### src/rtl/wb_port_arbiter.sv
// Register-file write-port arbiter between pipeline writeback and the long-latency unit.
// Optional same-cycle result bypass when WB_BYPASS_EN is defined.
package wb_port_arbiter_pkg;

    typedef logic [4:0]  creg_addr_t;
    typedef logic [63:0] word_t;

    typedef struct packed {
        creg_addr_t dst;
        word_t      data;
    } lu_entry_t;

endpackage

module wb_port_arbiter
    import wb_port_arbiter_pkg::*;
#(
    parameter int DEPTH        = 4,
    parameter int STARVE_LIMIT = 8
) (
    input  logic        clk,
    input  logic        reset,
    input  logic        wb_valid,
    input  creg_addr_t  wb_wa,
    input  word_t       wb_wd,
    output logic        pipe_stall,
    input  logic        lu_issue,
    input  creg_addr_t  lu_issue_dst,
    input  logic        lu_valid,
    output logic        lu_ready,
    input  creg_addr_t  lu_dst,
    input  word_t       lu_data,
    output logic        rf_we,
    output creg_addr_t  rf_wa,
    output word_t       rf_wd,
    output logic [31:0] busy_mask
);

    localparam int PtrW = $clog2(DEPTH);
    localparam int CntW = $clog2(DEPTH + 1);
    localparam int StW  = $clog2(STARVE_LIMIT + 1);

    lu_entry_t        fifoMem [DEPTH];
    logic [PtrW-1:0]  rdPtr;
    logic [PtrW-1:0]  wrPtr;
    logic [CntW-1:0]  count;
    logic [StW-1:0]   starveCnt;
    logic             stallQ;
    logic [31:0]      busyQ;

    lu_entry_t        head;
    logic             full;
    logic             empty;
    logic             grantFifo;
    logic             grantPipe;
    logic             bypass;
    logic             push;
    logic             pop;
    creg_addr_t       wrAddr;
    word_t            wrData;
    logic [CntW-1:0]  countNext;
    logic [StW-1:0]   starveNext;
    logic [31:0]      busyNext;

    assign head  = fifoMem[rdPtr];
    assign full  = (count == CntW'(DEPTH));
    assign empty = (count == '0);

    always_comb begin
        grantFifo = !reset && !empty && (stallQ || !wb_valid);
        grantPipe = !reset && wb_valid && !stallQ && !grantFifo;
`ifdef WB_BYPASS_EN
        bypass = !reset && empty && !wb_valid && !stallQ && lu_valid;
`else
        bypass = 1'b0;
`endif
        lu_ready = !reset && !full;
        push     = lu_valid && lu_ready && !bypass;
        pop      = grantFifo;
    end

    // Grants are mutually exclusive by construction.
    always_comb begin
        wrAddr = '0;
        wrData = '0;
        unique case (1'b1)
            grantFifo: begin
                wrAddr = head.dst;
                wrData = head.data;
            end
            grantPipe: begin
                wrAddr = wb_wa;
                wrData = wb_wd;
            end
            bypass: begin
                wrAddr = lu_dst;
                wrData = lu_data;
            end
            default: begin
                wrAddr = '0;
                wrData = '0;
            end
        endcase
        rf_we = (grantFifo || grantPipe || bypass) && (wrAddr != '0);
        rf_wa = wrAddr;
        rf_wd = wrData;
    end

    always_comb begin
        countNext = count;
        unique case ({push, pop})
            2'b10:   countNext = count + CntW'(1);
            2'b01:   countNext = count - CntW'(1);
            default: countNext = count;
        endcase
    end

    always_comb begin
        starveNext = starveCnt;
        if (pop || empty) begin
            starveNext = '0;
        end else if (grantPipe) begin
            starveNext = starveCnt + StW'(1);
        end
    end

    // Set after clear so an issue wins over a retiring result.
    always_comb begin
        busyNext = busyQ;
        if (pop) begin
            busyNext[head.dst] = 1'b0;
        end
        if (bypass) begin
            busyNext[lu_dst] = 1'b0;
        end
        if (lu_issue && (lu_issue_dst != '0)) begin
            busyNext[lu_issue_dst] = 1'b1;
        end
    end

    always_ff @(posedge clk) begin
        if (push) begin
            fifoMem[wrPtr] <= '{dst: lu_dst, data: lu_data};
        end
    end

    always_ff @(posedge clk or posedge reset) begin
        if (reset) begin
            rdPtr     <= '0;
            wrPtr     <= '0;
            count     <= '0;
            starveCnt <= '0;
            stallQ    <= 1'b0;
            busyQ     <= '0;
        end else begin
            if (push) begin
                wrPtr <= wrPtr + PtrW'(1);
            end
            if (pop) begin
                rdPtr <= rdPtr + PtrW'(1);
            end
            count     <= countNext;
            starveCnt <= starveNext;
            stallQ    <= (starveNext == StW'(STARVE_LIMIT));
            busyQ     <= busyNext;
        end
    end

    assign pipe_stall = stallQ;
    assign busy_mask  = busyQ;

endmodule

### config.mk
export PLATFORM = sky130hd
export DESIGN_NAME = wb_port_arbiter
export DESIGN_NICKNAME = d
export VERILOG_FILES = /design/src/rtl/wb_port_arbiter.sv
export SDC_FILE = /design/constraint.sdc
export NUM_CORES = 1
export LEC_CHECK = 0
export BUFFER_PORTS_ARGS = -buffer_cell sky130_fd_sc_hd__buf_2
export CAP_MARGIN = 20
export CORE_ASPECT_RATIO = 0.8
export CORE_MARGIN = 8
export CORE_UTILIZATION = 59
export DETAILED_ROUTE_END_ITERATION = 8
export PLACE_DENSITY = 0.84
export SLEW_MARGIN = 20
export SYNTH_ARGS = -nofsm -noshare
export SYNTH_HDL_FRONTEND = slang
export SYNTH_SLANG_ARGS = --single-unit
### constraint.sdc
create_clock -name clk -period 8.63 [get_ports clk]
set_clock_uncertainty 0.1 [all_clocks]
set_input_delay 0.4315 -clock clk [delete_from_list [all_inputs] [get_ports clk]]
set_output_delay 0.4315 -clock clk [all_outputs]
set_load 0.01 [all_outputs]
==> flow_summary.toml <==
[status]
result_of_the_run = "finished clean"

[clock_network]
tritoncts = "done"
clock_tree.htree_level_count = 1
cts_root_buffer = "sky130_fd_sc_hd__clkbuf_16"
clk_pin_slew_ps = 60
cts_inserted_buffers = 31
tritoncts_num_sinks = 320
clock_latency_ps = 550
cts_max_path_buffers = 3
cts_resized = 0

[global_routing]
grt_first_pass_wirelength_um = 46700
grt_start_max_net_pins = 71
antenna_found_initial = 2
overflow_left_after_global_routing = 0
grt_util_all_layers_pct = 22.1
first_global_vias = 8212

[detailed_routing]
remaining_design_rule_violation_count = 0
final_antenna_net_count = 0
wire_per_inst_um = 23.4
drt_pre_antenna_iters = 5
wl_um = 30500
detail_route.iter0.violations = 758
via_total_after_detailed_routing = 7924
routed_vias_inst = 6.10

[synth]
yosys_most_used_dff = "sky130_fd_sc_hd__edfxtp_1"
ys_ff_latch = 320
synthesis.nets = 844
post_synth_fa_ha_maj_area_fraction_pct = 0.738
synth_compound_area_share_pct = 7.63
yosysWarnings = 0
synth_edf_count = 276
post_synth_xor_area_fraction_pct = 0.612
synth_sequential_area_ratio_pct = 72.9
synthesis.instances = 689
yosysUniqueCellTypes = 43
muxShareOfSynthArea_pct = 12.3
synthSimpleGateAreaFrac_pct = 4.07
synthesized_area_divided_by_synthesized_cell_count_um2 = 18.7
synth_top_family_by_area = "multiplexers"
synth_area_um2 = 12900
synth-async-reset-ratio_pct = 13.8

[floorplanning]
num_rows = 48
dieArea_um2 = 26900
start_util_pct = 59.9
io_pins = 252
die_boundary_width_um = 181
core_area_um2 = 21500
die_height_um = 148

[critical_path]
regToRegStartpoint = "pipe_stall"
worstSetupStartpointType = "register"
critPathCapture = "rf_we"
critical-path-max-stage-delay_ps = 1080
worst-setup-path-type = "register to output pin"
cp-end-kind = "output pin"
timing.critical_path.cells = "mux4_2, or2_1, o21ai_2, or4b_1, buf_2"
r2r_end = "busy_mask[9]"
crit_path_max_fanout = 70
worstPathRequired_ps = 8100
crit_path_max_delay_cell_type = "sky130_fd_sc_hd__dfrtp_4"
timing.critical_path.from = "rdPtr[1]"
rrSetupSlack_ps = 5640
cp_data_arrival_time_ps = 3380
rr_worst_depth = 6

[sta]
relSlewSlack_pct = 26.1
fin_setup_tns_ps = 0
setup_violations = 0
slew_viol_final = 0
timing.final.crit_period_ps = 3910
post-route-period-util_pct = 45.3
fmaxAchievable_mhz = 256
timing.final.hold_violations = 0
tightestPinTransition_ps = 1110
worst_slack_ps = 4720
rsz0062_at_grt = "no"

[cells_and_area]
layout.nets = 1152
filler_cell_count = 1246
final_layout_size_suffix_gt1_share_pct = 37.8
final_cell_mix = "sky130_fd_sc_hd__edfxtp_1 (276), sky130_fd_sc_hd__buf_2 (251), sky130_fd_sc_hd__mux4_2 (69), sky130_fd_sc_hd__a22o_1 (69), sky130_fd_sc_hd__dlygate4sd3_1 (64)"
postLayoutCellArea_um2 = 16000
layout.cells.most_common = "sky130_fd_sc_hd__edfxtp_1"
area_delta_synth_final_pct = 24.4
final-instance-count-excl-fill = 1300

[min_path]
worst_hold_path_type = "input port to register"
timing.hold.worst_path_depth = 1

[power]
pwr_density_cell_nw_per_um2 = 294
ir_worst_vdd_mv = 0.212
total_leakage_power_nw = 5.94

[placement]
placed_area_um2 = 14400
placed_cells = 1174
dp_worst_setup_slack_ps = 5250
detailedPlacementHpwl_um = 18300
number_of_buffer_cells_added_on_primary_ports = 251
routabilityCongestion = 0.867

[job]
maxCapViolations = 0
-- cell families (layout without fill, tap and decap cells) --
| kind of cell | after synthesis | after routing |
|---|---|---|
| adder cells (fa/ha/maj) | 7 | 7 |
| XOR/XNOR | 9 | 9 |
| other | 0 | 3 |
| multiplexers | 72 | 72 |
| flip-flops | 320 | 320 |
| buffers and inverters | 55 | 388 |
| AND/OR/NAND/NOR | 102 | 102 |
| AO/OA/AOI/OAI | 124 | 124 |
-- final cells by class --
| cell class | count | area (µm²) | area share [%] |
|---|---|---|---|
| Antenna cell | 3 | 7.51 | 0.0468 |
| Clock buffer | 43 | 841 | 5.25 |
| Clock inverter | 15 | 155 | 0.968 |
| Inverter | 9 | 33.8 | 0.211 |
| Multi-Input combinational cell | 314 | 3290 | 20.5 |
| Sequential cell | 320 | 9400 | 58.6 |
| Tap cell | 275 | 344 | 2.15 |
| Timing Repair Buffer | 321 | 1950 | 12.2 |
-- synth_stat cells (4+ instances only) --
master                     instances  area [µm²]
sky130_fd_sc_hd__a21oi_1          14        70.1
sky130_fd_sc_hd__a22o_1           69         604
sky130_fd_sc_hd__and3_1            6        37.5
sky130_fd_sc_hd__buf_1             7        26.3
sky130_fd_sc_hd__buf_2             7        35.0
sky130_fd_sc_hd__clkbuf_1         30         113
sky130_fd_sc_hd__dfrtp_1          44        1100
sky130_fd_sc_hd__edfxtp_1        276        8290
sky130_fd_sc_hd__ha_1              6        75.1
sky130_fd_sc_hd__inv_1             8        30.0
sky130_fd_sc_hd__mux4_2           69        1550
sky130_fd_sc_hd__nand3_1           4        20.0
sky130_fd_sc_hd__nand3b_1          7        52.6
sky130_fd_sc_hd__nor2_1           45         169
sky130_fd_sc_hd__nor3_1           18        90.1
sky130_fd_sc_hd__o21ai_0          16        80.1
sky130_fd_sc_hd__o32a_1           15         150
sky130_fd_sc_hd__or3b_2            4        35.0
sky130_fd_sc_hd__xnor2_1           6        52.6
-- flip-flops by register name, summed over array words and instances, names as in the netlist --
register and flops:
fifoMem 276, busy_mask 32, starveCnt 4, count 3
rdPtr 2, wrPtr 2, pipe_stall 1
-- worst min path at each step --
stage                           start  slack [ps]        endpoint
after floorplan              count[2]         360        count[2]
after global placement          reset         280        count[1]
after detailed placement        reset         290        count[1]
after CTS                 lu_data[16]           1  fifoMem[3][16]
after global routing      lu_data[28]           6  fifoMem[2][28]
final                     lu_data[20]          20  fifoMem[1][20]
-- per-layer routing --
metal  wire length, µm  GRT usage, %  vias to the layer above
li1                  -             -                     3458
met1             12000          29.4                     4004
met2             15100          36.9                      410
met3              2660          5.19                       52
met4               655          5.28                        0
met5                 0             0                        -
-- report_power, final --
group	switching (W)	total (W)	internal, W
sequential	0.000216	0.00215	0.00193
clock	0.000565	0.00131	0.000746
combinational	0.000630	0.00125	0.000619
total	0.00141	0.00471	0.00330
-- critical path: cells and delay by family (launching register included) --
family | cells | cell delay [ps]
flops | 1 | 1080
mux | 1 | 610
simple gates | 2 | 830
buf+inv | 1 | 150
compound gates | 1 | 150
-- metrics by stage --
| step | hold slack [ps] | power [W] | utilization (%) |
|---|---|---|---|
| detailed placement | 286 | 0.00340 | 66.8 |
| global placement | 282 | 0.00336 | 66.8 |
| global route | 6.11 | 0.00492 | 74.5 |
| finish | 23.2 | 0.00471 | 74.5 |
| CTS | 1.21 | 0.00473 | 74.4 |
| floorplan | 364 | 0.00297 | - |
-- what timing repair did --
item | CTS | global route
hold buffers | 63 | 1
endpoints found under the hold margin | 238 | 3
buffers inserted | 0 | 0
Note: power is estimated with default switching activity, not from simulation.
